File: src/rtl/brightness_frame_sequencer_pkg.sv
// Shared types and constants for the brightness frame sequencer and its
// surrounding brightness_processor datapath.
package brightness_frame_sequencer_pkg;

  localparam int COLOR_SIZE = 8;

  localparam logic [1:0] MODE_NONE   = 2'd0;
  localparam logic [1:0] MODE_THRESH = 2'd1;
  localparam logic [1:0] MODE_BRIGHT = 2'd2;
  localparam logic [1:0] MODE_RSVD   = 2'd3;

  typedef enum logic [2:0] {
    IDLE,
    RUN,
    DRAIN,
    FLUSH,
    DONE
  } state_t;

endpackage

File: src/rtl/brightness_frame_sequencer_sync_fifo.sv
// Single-clock FIFO with wrap-bit pointers, occupancy count and a synchronous
// clear that takes priority over push/pop.
module sync_fifo #(
  parameter int DATA_WIDTH = 32,
  parameter int DEPTH      = 4,
  localparam int AW = $clog2(DEPTH),
  localparam int CW = AW + 1
) (
  input  logic                  clk,
  input  logic                  rst_n,
  input  logic                  clr,
  input  logic                  push,
  input  logic [DATA_WIDTH-1:0] push_data,
  input  logic                  pop,
  output logic [DATA_WIDTH-1:0] pop_data,
  output logic                  full,
  output logic                  empty,
  output logic [CW-1:0]         count
);

  logic [DATA_WIDTH-1:0] mem [DEPTH];
  logic [AW:0]           wr_ptr;
  logic [AW:0]           rd_ptr;

  // NOTE: storage has no reset; the pointers alone define which entries are valid.
  always_ff @(posedge clk) begin
    if (push && !clr) mem[wr_ptr[AW-1:0]] <= push_data;
  end

  // NOTE: sequential state uses non-blocking assignments so every flop samples pre-edge values.
  always_ff @(posedge clk or negedge rst_n) begin
    if (!rst_n) begin
      wr_ptr <= '0;
      rd_ptr <= '0;
    end else if (clr) begin
      wr_ptr <= '0;
      rd_ptr <= '0;
    end else begin
      if (push) wr_ptr <= wr_ptr + 1'b1;
      if (pop)  rd_ptr <= rd_ptr + 1'b1;
    end
  end

  assign pop_data = mem[rd_ptr[AW-1:0]];
  assign empty    = (wr_ptr == rd_ptr);
  assign full     = (wr_ptr[AW] != rd_ptr[AW]) && (wr_ptr[AW-1:0] == rd_ptr[AW-1:0]);
  assign count    = wr_ptr - rd_ptr;

endmodule

File: src/rtl/brightness_frame_sequencer.sv
// Runs one frame through brightness_processor: issues source words under a
// FIFO credit limit and buffers the 1-cycle-late results for the sink.
module brightness_frame_sequencer
  import brightness_frame_sequencer_pkg::*;
#(
  parameter int DATA_WIDTH = 32,
  parameter int CNT_W      = 20,
  parameter int FIFO_DEPTH = 4
) (
  input  logic                  clk,
  input  logic                  rst_n,
  input  logic                  cfg_start,
  input  logic [1:0]            cfg_mode,
  input  logic [COLOR_SIZE-1:0] cfg_proc_val,
  input  logic [CNT_W-1:0]      cfg_num_words,
  input  logic                  cfg_abort,
  output logic                  busy,
  output logic                  frame_done,
  input  logic                  src_vld,
  output logic                  src_rdy,
  input  logic [DATA_WIDTH-1:0] src_data,
  output logic                  bp_vld,
  output logic                  bp_last_data,
  output logic [1:0]            bp_mode,
  output logic [COLOR_SIZE-1:0] bp_proc_val,
  output logic [DATA_WIDTH-1:0] bp_data_in,
  input  logic [DATA_WIDTH-1:0] bp_data_out,
  input  logic                  bp_data_out_vld,
  input  logic                  bp_done,
  output logic                  snk_vld,
  input  logic                  snk_rdy,
  output logic [DATA_WIDTH-1:0] snk_data
);

  localparam int CW = $clog2(FIFO_DEPTH) + 1;
  localparam logic [CW:0] DEPTH_LIMIT = (CW+1)'(FIFO_DEPTH);

  state_t           state;
  logic [CNT_W-1:0] num_words;
  logic [CNT_W-1:0] issue_cnt;
  logic [CNT_W-1:0] out_cnt;
  logic             inflight;
  logic             fifo_full;
  logic             fifo_empty;
  logic             fifo_clr;
  logic [CW-1:0]    fifo_count;
  logic [CW:0]      credit_used;
  logic             snk_pop;
  logic             last_issue;
  logic             last_pop;

  // A word popped this cycle frees its slot in time for a word issued now,
  // which keeps one word per clock even with a 2-entry FIFO.
  assign credit_used = {1'b0, fifo_count} + {{CW{1'b0}}, inflight} - {{CW{1'b0}}, snk_pop};

  assign last_issue   = (issue_cnt == num_words - 1'b1);
  assign last_pop     = (out_cnt == num_words - 1'b1);
  assign src_rdy      = (state == RUN) && !cfg_abort && (issue_cnt != num_words)
                        && (credit_used < DEPTH_LIMIT);
  assign bp_vld       = src_vld && src_rdy;
  assign bp_last_data = bp_vld && last_issue;
  assign bp_data_in   = src_data;
  assign snk_vld      = !fifo_empty;
  assign snk_pop      = snk_vld && snk_rdy;
  assign fifo_clr     = (state == FLUSH) && !inflight;
  assign busy         = (state != IDLE);
  assign frame_done   = (state == DONE);

  always_ff @(posedge clk or negedge rst_n) begin
    if (!rst_n) begin
      state       <= IDLE;
      num_words   <= '0;
      issue_cnt   <= '0;
      out_cnt     <= '0;
      inflight    <= 1'b0;
      bp_mode     <= MODE_NONE;
      bp_proc_val <= '0;
    end else begin
      inflight <= bp_vld;
      if (bp_vld)  issue_cnt <= issue_cnt + 1'b1;
      if (snk_pop) out_cnt   <= out_cnt + 1'b1;

      unique case (state)
        IDLE: begin
          if (cfg_start) begin
            bp_mode     <= cfg_mode;
            bp_proc_val <= cfg_proc_val;
            num_words   <= cfg_num_words;
            issue_cnt   <= '0;
            out_cnt     <= '0;
            state       <= (cfg_num_words == '0) ? DONE : RUN;
          end
        end
        RUN: begin
          if (cfg_abort)         state <= FLUSH;
          else if (bp_last_data) state <= DRAIN;
        end
        DRAIN: begin
          // The final pop empties the FIFO, since every issued word has been counted out.
          if (cfg_abort)                state <= FLUSH;
          else if (snk_pop && last_pop) state <= DONE;
        end
        FLUSH: begin
          if (!inflight) state <= DONE;
        end
        DONE: state <= IDLE;
        default: state <= IDLE;
      endcase
    end
  end

  sync_fifo #(
    .DATA_WIDTH (DATA_WIDTH),
    .DEPTH      (FIFO_DEPTH)
  ) u_fifo (
    .clk       (clk),
    .rst_n     (rst_n),
    .clr       (fifo_clr),
    .push      (bp_data_out_vld),
    .push_data (bp_data_out),
    .pop       (snk_pop),
    .pop_data  (snk_data),
    .full      (fifo_full),
    .empty     (fifo_empty),
    .count     (fifo_count)
  );

  a_no_overflow: assert property (@(posedge clk) disable iff (!rst_n)
    bp_data_out_vld |-> (!fifo_full || snk_pop));

  a_done_after_last: assert property (@(posedge clk) disable iff (!rst_n)
    bp_done |-> (issue_cnt == num_words));

endmodule
File: config.mk
export PLATFORM = sky130hd
export DESIGN_NAME = brightness_frame_sequencer
export DESIGN_NICKNAME = d
export VERILOG_FILES = /design/src/rtl/brightness_frame_sequencer_pkg.sv /design/src/rtl/brightness_frame_sequencer_sync_fifo.sv /design/src/rtl/brightness_frame_sequencer.sv
export SDC_FILE = /design/constraint.sdc
export NUM_CORES = 1
export LEC_CHECK = 0
export ABC_CLOCK_PERIOD_IN_PS = 10500
export CORE_MARGIN = 2
export CORE_UTILIZATION = 57
export DETAILED_ROUTE_END_ITERATION = 10
export GPL_TIMING_DRIVEN = 0
export PLACE_DENSITY = 0.95
export SYNTH_ARGS = -nofsm -noshare
export SYNTH_HDL_FRONTEND = slang
export SYNTH_HIERARCHICAL = 1
export SYNTH_SLANG_ARGS = --single-unit
File: constraint.sdc
create_clock -name clk -period 10.5 [get_ports clk]
set_input_delay 2.1 -clock clk [delete_from_list [all_inputs] [get_ports clk]]
set_output_delay 2.1 -clock clk [all_outputs]
set_load 0.03 [all_outputs]
==> flow_summary.json <==
{
  "fin_crit_sh_pct": 82.7,
  "rows": 48,
  "antenna_cells": 0,
  "skew_ns": 0.0196,
  "dr.max_layer_used": "met4",
  "core_area_um2": 17300,
  "outcome": "completed",
  "setup_ws_ns": 1.82,
  "critPathLaunchType": "input pin",
  "worstSkewPairLatency_ns": 0.51,
  "synth.net_count": 869,
  "cts.htree.levels": 1,
  "final_layout_size_suffix_gt1_share_pct": 17.5,
  "hp-class": "flip-flop to flip-flop",
  "power_density_nw_per_um2": 276,
  "drtPass1Iterations": 4,
  "met2_length_um": 11500,
  "syn2layout_area_growth_pct": 25.0,
  "worstPathArrival_ns": 6.58,
  "routed_wl_um": 22700,
  "initial_core_util_pct": 58.4,
  "setup-violations-final": 0,
  "grt_max_degree": 45,
  "cts_hold_buf": 0,
  "maxCapViolCount": 0,
  "ioPinCount": 182,
  "min_period_ns": 8.68,
  "grt_pass1_wl_um": 35600,
  "cp_data_required_time_ns": 8.40,
  "globalplace.congestion": 0.924,
  "ctsResizeCount": 0,
  "syn-mean-instance-area_um2": 13.4,
  "post_cts.repair.setup_buffers": 0,
  "antenna_left": 0,
  "tritoncts": "built",
  "end_kind": "output port",
  "tightest_slew_ns": 0.908,
  "final_max_slew_viol_count": 0,
  "fin_setup_tns_ns": 0,
  "yosys_warnings": 6,
  "grt_pass1_vias": 6834,
  "rsz0062_at_grt": "no",
  "viasPerCell": 5.81,
  "fin_nets": 1042,
  "die_x_um": 137,
  "clkSinkCount": 208,
  "slew_headroom_pct": 39.5,
  "post-route-drc-count": 0,
  "clock_path_buffers": 3,
  "fmax_mhz": 115,
  "synthCells": 753,
  "wl_met1_um": 8870,
  "met3RoutedLength_um": 1550,
  "route.vias.total": 6779,
  "crit_fanout": 11,
  "nFillCells": 1093,
  "hpwl_um": 16100,
  "drtIter0Drc": 616,
  "finalHoldViolCount": 0,
  "wl_per_cell_um": 19.5,
  "cts_buffers": 22,
  "detailedPlace.worstSlack_ns": 1.94,
  "clk_pin_slew_ns": 0.06,
  "port_buffers": 148,
  "netlist_area_um2": 10100,
  "dieHeight_um": 137,
  "die_area_um2": 18800,
  "grt_overflow_total": 0,
  "leakagePower_nw": 4.79,
  "clockRootBuffer": "clkbuf_16",
  "path_class": "input pin to output port",
  "grtUsageTotal_pct": 24.7,
  "vdd_drop_max_v": 0.000221,
  "antenna_found_initial": 0
}
power by group:
part           internal, mW  switching, mW  total [mW]
Combinational         0.682          0.869        1.55
Sequential             1.07          0.107        1.18
Clock                 0.449          0.312       0.761
Total                  2.20           1.29        3.49
through the flow:
stage	hold WS, ns	power (mW)	cells	cell area [um2]	utilization (%)
after floorplan	0.505	2.23	753	10100	-
after global placement	0.489	2.66	1126	11900	68.6
after detailed placement	0.501	2.73	1127	11900	68.8
after CTS	0.511	3.51	1167	12600	73.0
after global routing	0.525	3.66	1167	12600	73.0
final	0.510	3.49	1167	12600	73.0
final timing paths:
path	start	endpoint	slack [ns]	cells after the start
setup / recovery	snk_rdy	bp_last_data	1.82	13
hold / removal	bp_proc_val[7]	bp_proc_val[7]	0.51	1
setup reg to reg	u_fifo/rd_ptr[1]	state[0]	5.44	19
hold reg to reg	bp_proc_val[7]	bp_proc_val[7]	0.51	1
max in group asynchronous	rst_n	issue_cnt[4]	8.35	2
min in group asynchronous	rst_n	issue_cnt[15]	1.56	1
cell type report:
class | instances | area (um2) | share of cell area, %
sequential | 208 | 5850 | 46.3
multi-input combinational | 455 | 3710 | 29.4
timing repair buffer | 149 | 1510 | 11.9
clock buffer | 31 | 634 | 5.02
buffer | 72 | 485 | 3.84
tap | 225 | 282 | 2.23
clock inverter | 9 | 96.3 | 0.763
inverter | 18 | 67.6 | 0.535
cells in the final DEF (no fill, tap or decap), drive strengths merged, types with 19 or more instances in the layout:
cell,count
buf,56
or3,19
o21ai,22
clkbuf,49
mux4,32
a21oi,20
clkdlybuf4s50,147
edfxtp,128
nor2,60
nand2,32
xnor2,34
dfrtp,80
mux2,27
xor2,56
sequential cells by signal (all words and copies together), names as in the netlist:
signal,count
bp_mode,2
bp_proc_val,8
inflight,1
issue_cnt,20
num_words,20
out_cnt,20
state,3
u_fifo/mem,128
u_fifo/rd_ptr,3
u_fifo/wr_ptr,3
critical path, stage by stage:
cell and delay, ns:
clkdlybuf4s50_1 0.44, nor2b_1 0.12, clkbuf_1 0.47, ha_1 0.26, inv_1 0.05, ha_1 0.27
and3b_1 0.19, nor4_1 0.39, o211ai_1 0.22, a21oi_4 0.35, o2111ai_1 0.21, nor4_2 0.69
clkdlybuf4s50_1 0.80
per-layer routing:
metal	vias up	global-route usage [%]
met4	0	8.82
li1	3090	-
met3	54	4.22
met5	-	0
met1	3339	31.7
met2	296	42.5
(Power assumes the default switching activity.)
